--- src/rtl/rule_cfg_writer.sv ---
// rule_cfg_writer: turns a stream of 32-bit config words (header + payload)
// into single-cycle rule-table write strobes with registered field values.
module rule_cfg_writer #(
    parameter int RULE_NUM         = 8,
    parameter int TYPE_NUM         = 2,
    parameter int TYPE_WIDTH       = 16,
    parameter int KEY_FILED_NUM    = 8,
    parameter int KEY_OFFSET_WIDTH = 6,
    parameter int HEAD_SHIFT_WIDTH = 6,
    parameter int META_SHIFT_WIDTH = 6
) (
    input  logic                                        i_clk,
    input  logic                                        i_rst,
    input  logic                                        i_cfg_valid,
    output logic                                        o_cfg_ready,
    input  logic [31:0]                                 i_cfg_data,
    output logic [RULE_NUM-1:0]                         o_rule_wren,
    output logic                                        o_typeRule_valid,
    output logic [TYPE_NUM*TYPE_WIDTH-1:0]              o_typeRule_typeData,
    output logic [TYPE_NUM*TYPE_WIDTH-1:0]              o_typeRule_typeMask,
    output logic [KEY_FILED_NUM*(KEY_OFFSET_WIDTH+1)-1:0] o_typeRule_keyOffset,
    output logic [KEY_FILED_NUM*KEY_OFFSET_WIDTH-1:0]   o_typeRule_keyMergeOffset,
    output logic [HEAD_SHIFT_WIDTH-1:0]                 o_typeRule_headShift,
    output logic [META_SHIFT_WIDTH-1:0]                 o_typeRule_metaShift,
    output logic                                        o_busy,
    output logic                                        o_done,
    output logic [7:0]                                  o_err_cnt,
    output logic [15:0]                                 o_wr_cnt
);
    localparam int TD_W = TYPE_NUM * TYPE_WIDTH;
    localparam int KO_W = KEY_FILED_NUM * (KEY_OFFSET_WIDTH + 1);
    localparam int KM_W = KEY_FILED_NUM * KEY_OFFSET_WIDTH;
    localparam int PB   = 2 * TD_W + KO_W + KM_W + HEAD_SHIFT_WIDTH + META_SHIFT_WIDTH;
    localparam int PW   = (PB + 31) / 32;
    localparam int CW   = (PW > 1) ? $clog2(PW) : 1;
    localparam logic [CW-1:0] CNT_LAST = CW'(PW - 1);

    localparam logic [1:0] S_IDLE   = 2'd0;
    localparam logic [1:0] S_LOAD   = 2'd1;
    localparam logic [1:0] S_COMMIT = 2'd2;
    localparam logic [1:0] S_DRAIN  = 2'd3;

    localparam logic [3:0] OP_WRITE     = 4'd1;
    localparam logic [3:0] OP_CLEAR     = 4'd2;
    localparam logic [3:0] OP_CLEAR_ALL = 4'd3;

    logic [1:0]          state_q,   state_d;
    logic [CW-1:0]       cnt_q,     cnt_d;
    logic [PW*32-1:0]    payload_q, payload_d;
    logic [7:0]          idx_q,     idx_d;
    logic                hvld_q,    hvld_d;
    logic                ready_q,   ready_d;
    logic [RULE_NUM-1:0] wren_q,    wren_d;
    logic                done_q,    done_d;
    logic [7:0]          err_q,     err_d;
    logic [15:0]         wr_q,      wr_d;
    logic                fvld_q,    fvld_d;
    logic [PB-1:0]       fld_q,     fld_d;
    logic                accept;

    function automatic logic [RULE_NUM-1:0] idx_onehot(input logic [7:0] idx);
        logic [RULE_NUM-1:0] oh;
        for (int r = 0; r < RULE_NUM; r++) oh[r] = (int'(idx) == r);
        return oh;
    endfunction

    function automatic logic [7:0] err_inc(input logic [7:0] cnt);
        return (cnt == 8'hFF) ? cnt : cnt + 8'd1;
    endfunction

    // Next-state logic: header decode, payload assembly, and the commit cycle.
    // Strobe and field registers are loaded on the edge that enters COMMIT so
    // they are stable for the whole strobe cycle and then hold.
    always_comb begin
        state_d   = state_q;
        cnt_d     = cnt_q;
        payload_d = payload_q;
        idx_d     = idx_q;
        hvld_d    = hvld_q;
        wren_d    = '0;
        done_d    = 1'b0;
        err_d     = err_q;
        wr_d      = wr_q;
        fvld_d    = fvld_q;
        fld_d     = fld_q;
        accept    = i_cfg_valid && ready_q;

        case (state_q)
            S_IDLE: begin
                if (accept) begin
                    case (i_cfg_data[31:28])
                        OP_WRITE: begin
                            idx_d   = i_cfg_data[23:16];
                            hvld_d  = i_cfg_data[0];
                            cnt_d   = '0;
                            state_d = (int'(i_cfg_data[23:16]) < RULE_NUM) ? S_LOAD : S_DRAIN;
                        end
                        OP_CLEAR, OP_CLEAR_ALL: begin
                            state_d = S_COMMIT;
                            wren_d  = (i_cfg_data[31:28] == OP_CLEAR_ALL) ? '1
                                                                         : idx_onehot(i_cfg_data[23:16]);
                            done_d  = 1'b1;
                            wr_d    = wr_q + 16'd1;
                            fvld_d  = 1'b0;
                            fld_d   = '0;
                        end
                        default: err_d = err_inc(err_q);
                    endcase
                end
            end
            S_LOAD: begin
                if (accept) begin
                    for (int k = 0; k < PW; k++)
                        if (cnt_q == CW'(k)) payload_d[k*32 +: 32] = i_cfg_data;
                    if (cnt_q == CNT_LAST) begin
                        state_d = S_COMMIT;
                        wren_d  = idx_onehot(idx_q);
                        done_d  = 1'b1;
                        wr_d    = wr_q + 16'd1;
                        fvld_d  = hvld_q;
                        fld_d   = payload_d[PB-1:0];
                    end else begin
                        cnt_d = cnt_q + CW'(1);
                    end
                end
            end
            S_DRAIN: begin
                if (accept) begin
                    if (cnt_q == CNT_LAST) begin
                        state_d = S_IDLE;
                        done_d  = 1'b1;
                        err_d   = err_inc(err_q);
                    end else begin
                        cnt_d = cnt_q + CW'(1);
                    end
                end
            end
            default: state_d = S_IDLE;
        endcase

        // Ready is registered so it stays low through reset and rises on the
        // first edge after release; it drops only for the COMMIT cycle.
        ready_d = (state_d != S_COMMIT);
    end

    // State and output registers, cleared by asynchronous reset.
    always_ff @(posedge i_clk or posedge i_rst) begin
        if (i_rst) begin
            state_q   <= S_IDLE;
            cnt_q     <= '0;
            payload_q <= '0;
            idx_q     <= '0;
            hvld_q    <= 1'b0;
            ready_q   <= 1'b0;
            wren_q    <= '0;
            done_q    <= 1'b0;
            err_q     <= '0;
            wr_q      <= '0;
            fvld_q    <= 1'b0;
            fld_q     <= '0;
        end else begin
            state_q   <= state_d;
            cnt_q     <= cnt_d;
            payload_q <= payload_d;
            idx_q     <= idx_d;
            hvld_q    <= hvld_d;
            ready_q   <= ready_d;
            wren_q    <= wren_d;
            done_q    <= done_d;
            err_q     <= err_d;
            wr_q      <= wr_d;
            fvld_q    <= fvld_d;
            fld_q     <= fld_d;
        end
    end

    assign o_cfg_ready               = ready_q;
    assign o_busy                    = (state_q != S_IDLE);
    assign o_rule_wren               = wren_q;
    assign o_done                    = done_q;
    assign o_err_cnt                 = err_q;
    assign o_wr_cnt                  = wr_q;
    assign o_typeRule_valid          = fvld_q;
    assign o_typeRule_typeData       = fld_q[0 +: TD_W];
    assign o_typeRule_typeMask       = fld_q[TD_W +: TD_W];
    assign o_typeRule_keyOffset      = fld_q[2*TD_W +: KO_W];
    assign o_typeRule_keyMergeOffset = fld_q[2*TD_W+KO_W +: KM_W];
    assign o_typeRule_headShift      = fld_q[2*TD_W+KO_W+KM_W +: HEAD_SHIFT_WIDTH];
    assign o_typeRule_metaShift      = fld_q[2*TD_W+KO_W+KM_W+HEAD_SHIFT_WIDTH +: META_SHIFT_WIDTH];

endmodule
--- config.mk ---
export PLATFORM = sky130hd
export DESIGN_NAME = rule_cfg_writer
export DESIGN_NICKNAME = d
export VERILOG_FILES = /design/src/rtl/rule_cfg_writer.sv
export SDC_FILE = /design/constraint.sdc
export NUM_CORES = 1
export LEC_CHECK = 0
export CORE_UTILIZATION = 48
export CTS_BUF_LIST = sky130_fd_sc_hd__clkbuf_2
export CTS_CLUSTER_DIAMETER = 30
export CTS_CLUSTER_SIZE = 10
export DETAILED_ROUTE_END_ITERATION = 10
export DONT_BUFFER_PORTS = 1
export GPL_TIMING_DRIVEN = 1
export PLACE_DENSITY_LB_ADDON = 0.1
export SLEW_MARGIN = 10
export SYNTH_ARGS = -nofsm -noshare
export SYNTH_HDL_FRONTEND = slang
export SYNTH_SLANG_ARGS = --single-unit
--- constraint.sdc ---
create_clock -name i_clk -period 15.07 [get_ports i_clk]
set_input_delay 0.7535 -clock i_clk [delete_from_list [all_inputs] [get_ports i_clk]]
set_output_delay 0.7535 -clock i_clk [all_outputs]
set_load 0.05 [all_outputs]
# [After elaboration in Yosys (flattened, before gate mapping)]
# Index checks and enable logic that the tools add are counted.
[word_totals] regBits=409 latch_bits=0 ram_bits=0 mem_bits_ro=0 inputBits=35 out_inout_bits=216 wordCells=120 mem_count=0
[classes] n_addsub=3 mul=0 div_mod_pow=0 n_lt_le_gt_ge=1 eq_ne=36 shifts=0 mux=51 n_bitwise=0 n_reduce_logical=17
[op_table] cell="180-bit two-way mux" n=4
[op_table] cell="180-bit case mux with 2 select lines" n=1
[op_table] cell="32-bit two-way mux" n=5
[op_table] cell="8-bit two-way mux" n=10
[op_table] cell="8-bit by 4-bit equality test with 1-bit output (second input constant)" n=8
[op_table] cell="16-bit two-way mux" n=4
[op_table] cell="8-bit by 3-bit equality test with 1-bit output (second input constant)" n=4
[op_table] cell="16-bit case mux with 2 select lines" n=1
[op_table] cell="8-bit case mux with 2 select lines" n=2
[op_table] cell="20-bit two-way mux" n=1
[op_table] cell="16-bit by 1-bit adder with 16-bit output (second input constant)" n=1
[op_table] cell="8-bit by 2-bit equality test with 1-bit output (second input constant)" n=2
[op_table] cell="8-bit zero test" n=2
[op_table] cell="2-bit inequality test (second input constant)" n=8
[op_table] cell="5-bit AND reduction" n=3
[op_table] cell="2-bit two-way mux" n=6
[op_table] cell="3-bit two-way mux" n=4
[op_table] cell="8-bit by 1-bit adder with 8-bit output (second input constant)" n=1
[op_table] cell="4-bit by 2-bit equality test with 1-bit output (second input constant)" n=2
[op_table] cell="8-bit equality test (second input constant)" n=1
[op_table] cell="8-bit by 4-bit less-than comparator with 1-bit output (second input constant)" n=1
[op_table] cell="1-bit two-way mux" n=8
[op_table] cell="2-bit nonzero test" n=4
[op_table] cell="3-bit by 2-bit equality test with 1-bit output (second input constant)" n=2
[op_table] cell="18 further kinds" n=23

# [Longest topological paths before layout]
[logic_depth] depth_word=6 depth_mapped=10 ltp_nobuf=7

# [Worst setup path before layout]
# No wires, ideal clock.
[synth_timing] kind="in2reg" startpoint="input port i_cfg_data[31]" endpoint="register fld_q[0]" setup_ps=119 arrival_ps=2010 t_required_ps=14951 setup_slack_ps=12941 cell_stages=7 n_path_buf=3 cell_sequence="or3b_1 -> a211o_1 -> buf_2 -> buf_6 -> buf_6 -> nand2_1 -> nand2_1"
[synth_via] elab_chain_len=4 elab_cells_between_ends=5 cone_classes="3 x eq/ne; 2 x reduce/logical"
[synth_rtl] element="start, declared" line_no="16" source="input logic [31:0] i_cfg_data,"
[synth_rtl] element="4-bit by 2-bit equality test with 1-bit output" line_no="91" source="case (i_cfg_data[31:28])"
[synth_rtl] element="2-bit OR reduction (*)" line_no="91"
[synth_rtl] element="2-bit by 1-bit inequality test with 1-bit output (no line) (*)"
[synth_rtl] element="5-bit AND reduction (no line) (*)"
[synth_rtl] element="end signal, assigned" line_no="173" source="fld_q <= fld_d;"
[synth_rtl] element="end, declared" line_no="58" source="logic [PB-1:0] fld_q, fld_d;"
# Mark *: on every way between the ends. The rest lies on a longest branch, timed or not.
# A chain may end at the register's enable or synchronous reset.

# [Worst setup path after layout]
[layout_timing] startpoint="register state_q[1]" endpoint="register fld_q[164]"
[layout_via] elab_chain_len=3 elab_cells_between_ends=9 cone_classes="5 x eq/ne; 1 x mux; 3 x reduce/logical"
[layout_rtl] element="start, declared" line_no="47" source="logic [1:0] state_q, state_d;"
[layout_rtl] element="start signal, assigned" line_no="162" source="state_q <= state_d;"
[layout_rtl] element="2-bit by 1-bit equality test with 1-bit output or 2-bit zero test (tied branches)" line_no="88" source="case (state_q)"
[layout_rtl] element="2-bit inequality test (no line) (tied with other cells)"
[layout_rtl] element="5-bit AND reduction (no line)"
# Parallel ways exist; a longest one is shown, timed or not.

==> metrics.md <==
| Metric | Value |
|---|---|
| Min Tclk post-route | `4.090 ns` |
| Crit-path cells | `inv_1, ha_4, mux2_2, a211o_4, buf_4, buf_4, nand2_1, nand2_1` |
| Total Wirelength | `roughly 48000 um` |
| DR DRC count | `0` |
| Critical path depth | `8` |
| Share of the synthesized area in the top cell type | `0.5514` |
| RSZ-0062 raised after global routing | `false` |
| Top cells by area, synth | `dfrtp_1, mux2_2, nand2_1` |
| Tot GR Track Use | `0.2517` |
| Syn Nets | `1682` |
| I/O Pins | `between 200 and 300` |
| Post-detail-place hpwl | `27620 um` |
| Routability cong. | `0.8241` |
| Worst setup path class | `flip-flop to flip-flop` |
| Average routed wire per standard cell | `21.51 um` |
| Drt pass-1 iters | `5` |
| Final hold viol count | `0` |
| Die Y | `198.6 um` |
| Layout net count | `1684` |
| Die Wd | `198.6 um` |
| Post-synth ARST share | `1.000` |
| Post-Synthesis Cell Area | `18560 um2` |
| Unique cell type count in the Yosys netlist | `45` |
| Required @ worst endpoint | `15.96 ns` |
| Outcome | `complete, no violations` |
| Largest net degree at the start of global routing | `181` |
| Via density | `approximately 5.5` |
| Most common cell in the synthesized netlist | `dfrtp_1` |
| CP startpoint kind | `flip-flop` |
| Met2 WL | `22310 um` |
| Longest Clk Path Bufs | `3` |
| R2r startpoint | `state_q[1]$_DFF_PP0_` |
| Uppermost layer routed | `met4` |
| Crit path max fanout | `between 80 and 90` |
| Finished Layout Cells | `2231` |
| DR vias | `12250` |
| Initial antenna violation count | `2` |
| Flops & latches, synth | `roughly 410` |
| CTS root buffer | `clkbuf_2` |
| Synth Area per Inst | `11.35 um2` |
| PwrDens | `144.9 nW/um2` |
| Hold Crit Depth | `3` |
| Reg-to-reg endpoint | `fld_q[164]$_DFFE_PP0P_` |
| Yosys top cell by area | `dfrtp_1` |
| First-pass GRT wire length | `75780 um` |
| CTS tree | `built` |
| HP Class | `input port to flip-flop` |
| Clk Latency, worst-skew pair | `about 1 ns` |
| Peak Freq | `around 240 MHz` |
| Synth Flop Type | `dfrtp_1` |
| Worst rel slew slack | `0.2012` |
| Fin crit share | `0.2714` |
| Top cells by count, synth | `dfrtp_1, nand2_1, mux2_2` |
| Layout area overhead | `9.094%` |
| Core ar. | `37840 um2` |
| Worst Path Arrival | `around 5.0 ns` |
| DR iter-0 viols | `613` |
| # clock sinks | `between 400 and 500` |
| Synth Instances | `1635` |
| Post-CTS Repair Setup Buffers | `0` |
| Flop-to-flop setup slack | `roughly 11 ns` |
| Hold Startpoint | `i_cfg_data[30]` |
| TritonCTS buffer count | `93` |
| Worst path max stage delay | `about 0.84 ns` |
| Total grt overflow | `0` |
| Endpoint class of the critical path | `flip-flop` |
| H-tree depth | `3` |
| Placed cell areas | `between 15000 and 20000 um2` |
| Slew @ Worst Pin | `1.198 ns` |
| Placed insts | `2018` |
| Worst vdd ir | `0.00006379 V` |
| Final setup fails | `0` |
| P_leak | `10.58 nW` |
| ANT nets after route | `0` |
| Top delay family on crit path | `buffers and inverters` |
| M1 WL | `roughly 21000 um` |
| Initial Utilization | `0.4904` |
| Final instance area | `20250 um2` |
| Met3 routed WL | `3824 um` |
| # fillers | `3386` |
| Crit path from | `state_q[1]$_DFF_PP0_` |
| Worst Hold End | `fld_q[62]$_DFFE_PP0P_` |
| Skew final | `0.08367 ns` |
| Synthesis Warnings | `0` |
| Proportion of layout cells with a drive suffix above 1 | `0.3320` |
| Post-synth EDFFs | `0` |
| Clock Pin Slew Worst Setup and Hold Paths | `0.13 ns` |
| Pins Over Slew Limit | `0` |
| Max Cap Violations | `0` |
| Die area | `around 40000 um2` |
| CP bufs+invs | `3` |
| Cell Rows | `71` |
| Register area share after synthesis | `0.5514` |
| PortBufs | `0` |
| Slowest cell on the critical path | `ha_4` |
| Vias in the first global route | `12680` |
| Setup TNS Final | `0 ns` |
| Worst R2R Path Depth | `8` |
-- through the flow --
| step | power [mW] | setup slack [ns] | utilization | hold slack [ns] |
|---|---|---|---|---|
| 3_3_place_gp | 1.958 | 10.97 | 0.4920 | 0.4652 |
| 2_1_floorplan | 1.878 | 2.937 | - | 0.4541 |
| 5_1_grt | 3.094 | 10.62 | 0.5350 | 0.01432 |
| 4_1_cts | 2.973 | 10.89 | 0.5348 | 0.002658 |
| 6_report | 2.935 | 10.98 | 0.5350 | 0.1150 |
| 3_5_place_dp | 1.971 | 10.90 | 0.4920 | 0.4721 |
-- worst max-delay path by stage --
| stage | to | slack, ns |
|---|---|---|
| 2_1_floorplan | cnt_q[0]$_DFFE_PP0P_ | 2.94 |
| 3_3_place_gp | fld_q[7]$_DFFE_PP0P_ | 10.97 |
| 3_5_place_dp | fld_q[164]$_DFFE_PP0P_ | 10.90 |
| 4_1_cts | fld_q[130]$_DFFE_PP0P_ | 10.89 |
| 5_1_grt | fld_q[98]$_DFFE_PP0P_ | 10.62 |
| 6_report | fld_q[164]$_DFFE_PP0P_ | 10.98 |
-- cell usage in the layout, fill, tap and decap left out, types with 12 or more instances in the layout --
cell type        n
mux2_2         371
o21ai_0         17
dlygate4sd3_1   35
clkbuf_2       110
dfrtp_1        409
xnor2_1         12
nand3_1        192
nand2_1        376
bufinv_16       14
clkinv_2        21
nor2_1          16
-- kinds of logic (layout without fill, tap and decap cells) --
family	after synthesis	count (layout)	share of synthesized area
simple gates	637	637	0.1497
flops	409	409	0.5514
mux	374	374	0.2268
buf+inv	149	231	0.04308
compound gates	32	32	0.01052
xor+xnor	22	22	0.01038
fa+ha+maj	12	12	0.008089
other cells	0	3	0
-- final cells by class --
cell class | instances | area (um2) | area share
Antenna cell | 3 | 7.507 | 0.0003708
Clock buffer | 110 | 550.5 | 0.02719
Clock inverter | 65 | 719.4 | 0.03553
Inverter | 9 | 41.29 | 0.002039
Multi-Input combinational cell | 1077 | 7602 | 0.3755
Sequential cell | 409 | 10230 | 0.5055
Tap cell | 511 | 639.4 | 0.03158
Timing Repair Buffer | 47 | 452.9 | 0.02237
-- where the power goes --
part / internal [mW] / total [mW] / switching (mW)
registers: 1.22 / 1.45 / 0.227
clock network: 0.467 / 0.967 / 0.499
logic: 0.212 / 0.520 / 0.308
-- flip-flops by register name, indices dropped and copies added (netlist names) --
register          flops
o_done                1
o_cfg_ready           1
hvld_q                1
o_wr_cnt             16
state_q               2
payload_q           180
cnt_q                 3
o_err_cnt             8
o_rule_wren           8
fld_q               180
idx_q                 8
o_typeRule_valid      1
-- repair_timing --
item	4_1_cts	5_1_grt
resized for setup	0	0
endpoints found under the setup margin	0	0
hold endpoints to repair	474	0
hold buffers	35	0
-- per-layer routing --
layer / vias to the layer above / GRT usage
li1: 5628 / -
met1: 6230 / 0.3376
met2: 340 / 0.3911
met3: 55 / 0.07867
met4: 0 / 0.07350
met5: - / 0
-- worst min-delay path: cells and delay by family --
family	cells	cell delay, ns
AND/OR/NAND/NOR	2	0.16
multiplexers	1	0.12
No activity file was read; power rests on OpenSTA's default activity.
